`config.mk`:
```
export PLATFORM = sky130hd
export DESIGN_NAME = imem_loader
export DESIGN_NICKNAME = d
export VERILOG_FILES = /design/src/rtl/imem_loader.sv
export SDC_FILE = /design/constraint.sdc
export NUM_CORES = 1
export LEC_CHECK = 0
export CAP_MARGIN = 20
export CORE_MARGIN = 3
export CORE_UTILIZATION = 30
export DETAILED_ROUTE_END_ITERATION = 16
export SLEW_MARGIN = 5
export SYNTH_ARGS = -nofsm -noshare
export SYNTH_HDL_FRONTEND = slang
export SYNTH_SLANG_ARGS = --single-unit
```
`constraint.sdc`:
```
create_clock -name clk -period 7.3 [get_ports clk]
set_clock_uncertainty 0.05 [all_clocks]
set_input_delay 1.095 -clock clk [delete_from_list [all_inputs] [get_ports clk]]
set_output_delay 1.095 -clock clk [all_outputs]
set_load 0.05 [all_outputs]
```
`src/rtl/imem_loader.sv`:
```
// imem_loader: byte-stream program loader driving the write port of the
// instruction RAM.
//
// The stream is a 16-bit big-endian word count, followed by that many
// big-endian 32-bit words. Each word is written with a one-cycle strobe to
// TEXT_BASE + 4*index. The CPU is held in reset for the whole load.
//
// Optional feature (define IMEM_LOADER_CSUM_EN): one trailing checksum byte,
// the XOR of all data bytes. On a mismatch the load ends with out_err and
// no out_done.
//
// Ports:
//   clk, reset      clock; synchronous active-high reset
//   in_start        one-cycle request to begin a load (honoured only in IDLE)
//   in_valid        in_byte is valid this cycle
//   in_byte         stream byte
//   out_ready       loader accepts in_byte this cycle
//   out_we          instruction RAM write strobe, one cycle per word
//   out_waddr       byte address of the current/last write
//   out_wdata       assembled word of the current/last write
//   out_cpu_hold    keeps the CPU in reset while high
//   out_done        one-cycle pulse on successful completion
//   out_err         sticky error flag, cleared by the next accepted in_start
module imem_loader #(
  parameter logic [31:0] TEXT_BASE = 32'h0000_3000,
  parameter int unsigned DEPTH     = 1024
) (
  input  logic        clk,
  input  logic        reset,
  input  logic        in_start,
  input  logic        in_valid,
  input  logic [7:0]  in_byte,
  output logic        out_ready,
  output logic        out_we,
  output logic [31:0] out_waddr,
  output logic [31:0] out_wdata,
  output logic        out_cpu_hold,
  output logic        out_done,
  output logic        out_err
);

  typedef enum logic [2:0] {
    S_IDLE,
    S_HDR_HI,
    S_HDR_LO,
    S_DATA,
`ifdef IMEM_LOADER_CSUM_EN
    S_CSUM,
`endif
    S_DONE
  } state_t;

  localparam logic [16:0] DEPTH_W = 17'(DEPTH);

  state_t      state_q, state_d;
  logic [7:0]  count_hi_q;
  logic [15:0] count_q;
  logic [15:0] word_idx_q;
  logic [1:0]  byte_cnt_q;
  logic [23:0] shift_q;
`ifdef IMEM_LOADER_CSUM_EN
  logic [7:0]  csum_q;
`endif

  logic        accept;
  logic [15:0] hdr_count;
  logic        word_last;
  logic        err_set;
  logic        err_clr;

  assign accept    = in_valid && out_ready;
  assign hdr_count = {count_hi_q, in_byte};
  assign word_last = ((word_idx_q + 16'd1) == count_q);

  always_ff @(posedge clk) begin
    if (reset) state_q <= S_IDLE;
    else       state_q <= state_d;
  end

  always_comb begin
    state_d      = state_q;
    err_set      = 1'b0;
    err_clr      = 1'b0;
    out_ready    = 1'b0;
    out_cpu_hold = (state_q != S_IDLE);
    out_done     = (state_q == S_DONE);
    unique case (state_q)
      S_IDLE: begin
        if (in_start) begin
          state_d = S_HDR_HI;
          err_clr = 1'b1;
        end
      end
      S_HDR_HI: begin
        out_ready = 1'b1;
        if (accept) state_d = S_HDR_LO;
      end
      S_HDR_LO: begin
        out_ready = 1'b1;
        if (accept) begin
          if (hdr_count == 16'd0) begin
`ifdef IMEM_LOADER_CSUM_EN
            state_d = S_CSUM;
`else
            state_d = S_DONE;
`endif
          end else if ({1'b0, hdr_count} > DEPTH_W) begin
            state_d = S_IDLE;
            err_set = 1'b1;
          end else begin
            state_d = S_DATA;
          end
        end
      end
      S_DATA: begin
        out_ready = 1'b1;
        if (accept && (byte_cnt_q == 2'd3) && word_last) begin
`ifdef IMEM_LOADER_CSUM_EN
          state_d = S_CSUM;
`else
          state_d = S_DONE;
`endif
        end
      end
`ifdef IMEM_LOADER_CSUM_EN
      S_CSUM: begin
        out_ready = 1'b1;
        if (accept) begin
          if (in_byte == csum_q) begin
            state_d = S_DONE;
          end else begin
            state_d = S_IDLE;
            err_set = 1'b1;
          end
        end
      end
`endif
      S_DONE:  state_d = S_IDLE;
      default: state_d = S_IDLE;
    endcase
  end

  always_ff @(posedge clk) begin
    if (reset) begin
      out_we     <= 1'b0;
      out_waddr  <= '0;
      out_wdata  <= '0;
      out_err    <= 1'b0;
      count_hi_q <= '0;
      count_q    <= '0;
      word_idx_q <= '0;
      byte_cnt_q <= '0;
      shift_q    <= '0;
`ifdef IMEM_LOADER_CSUM_EN
      csum_q     <= '0;
`endif
    end else begin
      out_we <= 1'b0;
      if (err_set)      out_err <= 1'b1;
      else if (err_clr) out_err <= 1'b0;

      if ((state_q == S_IDLE) && in_start) begin
        word_idx_q <= '0;
        byte_cnt_q <= '0;
`ifdef IMEM_LOADER_CSUM_EN
        csum_q     <= '0;
`endif
      end

      if (accept) begin
        unique case (state_q)
          S_HDR_HI: count_hi_q <= in_byte;
          S_HDR_LO: count_q    <= hdr_count;
          S_DATA: begin
            byte_cnt_q <= byte_cnt_q + 2'd1;
            shift_q    <= {shift_q[15:0], in_byte};
`ifdef IMEM_LOADER_CSUM_EN
            csum_q     <= csum_q ^ in_byte;
`endif
            // The 4th byte completes the word straight from the input, so the
            // write issues the very next cycle without an extra stall.
            if (byte_cnt_q == 2'd3) begin
              out_we     <= 1'b1;
              out_wdata  <= {shift_q, in_byte};
              out_waddr  <= TEXT_BASE + 32'({word_idx_q, 2'b00});
              word_idx_q <= word_idx_q + 16'd1;
            end
          end
          default: ;
        endcase
      end
    end
  end

endmodule
```
==> flow_summary_export.csv <==
group,metric,value,unit
sta,period_needed,3.65,ns
detailed_routing,viasPerCell,4.85,
power,ir_worst_vdd,0.174,mV
cts,clk_latency,0.42,ns
detailed_routing,wl_per_cell,14.0,um
cts,clk_pin_slew,0.06,ns
detailed_routing,drt_iter0_drc,303,
global_route,grt_max_degree,72,
sta,fmax,274,MHz
sta,rsz0062_at_grt,"no",
critical_path,cp.buffers_inverters,2,
cts,cts_buffers,17,
finish,n_antenna_cell,0,
floorplanning,die_x,138,um
sta,setup_tns,0,ns
critical_path,worstPathArrival,3.96,ns
critical_path,worstSetupStartpointType,"input port",
sta,setup_viol,0,
finish,post-route-util,0.388,
critical_path,critical-path-max-stage-delay,0.79,ns
power,power.total,0.00164,W
floorplanning,die_h,138,um
finish,area_delta_synth_final,24.6,%
sta,timing.final.crit_share,0.500,
placed_design,place_congestion,0.829,
floorplanning,core_area,16900,sq um
outcome,status,"complete, no violations",
power,powerDensity,250,nW/um^2
cts,clock-sinks,120,
synthesis,syn_area_per_cell,7.71,sq um
synthesis,ys.flop_type,"dfxtp_1",
cts,cts_max_path_buffers,2,
synthesis,synth_warnings,0,
detailed_routing,ant_nets,0,
cts,post-cts-setup-buffer-count,0,
global_route,overflow,0,
critical_path,crit_path_max_fanout,31,
power,leakagePower,2.20,nW
global_route,grt_util_all_layers,0.140,
floorplanning,initial_utilization,0.311,
critical_path,cpLargestDelayFamily,"simple AND/OR/NAND/NOR gates",
floorplanning,die_area,19100,sq um
detailed_routing,num_vias,4625,
synthesis,synth_most_common_cell,"nand2_1",
finish,drive_gt1_frac,0.0709,
floorplanning,io_pins,81,
synthesis,ys_ff_latch,120,
critical_path,required,7.60,ns
global_route,grt_antenna_before_repair,0,
synthesis,synth_cells,681,
detailed_routing,totalWireLength,13300,um
global_route,grt_pass1_wl,22200,um
synthesis,synth_area_leaders,"dfxtp_1 (46%), nand2_1 (15%), a21oi_1 (11%)",
detailed_routing,dr.pass1.iters,5,
sta,relSlewSlack,0.324,
synthesis,yosysSeqAreaShare,0.458,
synthesis,synth_common_cells,"nand2_1 (205), dfxtp_1 (120), a21oi_1 (111)",
synthesis,syn-cell-area,5250,sq um
cts,cts_max_level,4,
detailed_routing,drcViolationCount,0,
critical_path,critical-path-slowest-cell,"nor2_2",
finish,nets,736,
global_route,grt_pass1_vias,4325,
sta,worst_pin_slew,1.01,ns
critical_path,endpoint_kind,"register",
synthesis,yosysTopAreaCell,"dfxtp_1",
cts,cts_hold_buffers,0,
min_path,hp-class,"reg -> reg",
cts,root_buffer,"clkbuf_16",
job,max-cap-violations,0,
cts,cts_resized,0,
placed_design,dpl.hpwl,8720,um
cts,cts_tree,"done",
critical_path,path_class,"in -> reg",
sta,final_hold_viol_count,0,
synthesis,synth.distinct_cells,53,
sta,final_max_slew_viol_count,0,
synthesis,yosysTopAreaCellShare,0.458,
placed_design,portBuffers,65,
critical_path,crit_chain,"clkdlybuf4s50_1, nand2_1, nor2_2, and2_2, buf_16, nand2_1, a21boi_0, nor2_1, nor2_1",
synthesis,postSynth.asyncResetShare,0,
floorplanning,rows,47,
synthesis,synth_edf_count,0,
cells in the final DEF (no fill, tap or decap), types with 7 or more instances in the layout:
cell type          n
a21oi_1          111
clkbuf_16         17
clkdlybuf4s50_1   64
conb_1            15
dfxtp_1          120
inv_1              7
nand2_1          204
nor2_1            43
nor3_1            12
nor4_1             8
o21ai_0           13
xnor2_1           13
xor2_1            10
through the flow:
| step | std cells | cell area (sq um) | setup slack [ns] | hold WS, ns |
|---|---|---|---|---|
| 6_report | 953 | 6540 | 3.65 | 0.401 |
| 5_1_grt | 953 | 6540 | 3.38 | 0.419 |
| 4_1_cts | 952 | 6510 | 3.51 | 0.401 |
| 3_5_place_dp | 920 | 5940 | 3.08 | 0.395 |
| 3_3_place_gp | 920 | 5940 | 3.12 | 0.392 |
| 2_1_floorplan | 695 | 5300 | 4.71 | 0.382 |
worst paths after layout:
| check | slack (ns) | cells past startpoint | start | end |
|---|---|---|---|---|
| worst max register to register | 4.35 | 8 | word_idx_q[0]$_SDFF_PP0_ | state_q[2]$_SDFFE_PP0P_ |
| worst min register to register | 0.40 | 2 | shift_q[23]$_SDFFE_PP0P_ | out_wdata[31]$_SDFFE_PP0P_ |
| worst max-delay path | 3.65 | 9 | in_valid | word_idx_q[4]$_SDFF_PP0_ |
| worst min-delay path | 0.40 | 2 | shift_q[23]$_SDFFE_PP0P_ | out_wdata[31]$_SDFFE_PP0P_ |
metal layers:
metal,wire length [um],track usage,vias up
li1,-,-,2333
met1,6510,0.197,2168
met2,5900,0.207,106
met3,712,0.0342,18
met4,209,0.0546,0
met5,0,0,-
cell type report:
type	count	area [sq um]
fillers	1777	10300
flip-flops and latches	120	2400
repair buffers	68	691
clock inverters	13	121
clock buffers	19	453
inverters	7	26.3
multi-input cells	506	2570
well taps	220	275
power breakdown:
group	internal [W]	switching, W
Clock	0.000488	0.000315
Combinational	0.0000417	0.000110
Sequential	0.000667	0.0000134
kinds of logic after synthesis:
group,share of synthesized area
xor+xnor,0.0384
fa+ha+maj,0.00953
flops,0.458
mux,0.00596
simple gates,0.264
compound gates,0.161
buf+inv,0.0632
other cells,0.000714
registers in the layout, summed over array words and instances (netlist names):
signal	cells
out_wdata	32
byte_cnt_q	2
state_q	3
count_q	16
out_err	1
word_idx_q	16
shift_q	24
out_waddr	17
count_hi_q	8
out_we	1
worst reg2reg max path, delay by kind of cell, from the launching register on:
| family | cells | cell delay (ns) |
|---|---|---|
| and+or+nand+nor | 4 | 1.14 |
| xor gates and xnor gates | 1 | 0.15 |
| adders and majority gates | 1 | 0.31 |
| AOI/OAI and AO/OA | 2 | 0.67 |
| DFF | 1 | 0.55 |
Power figures use the tool's default switching activity.
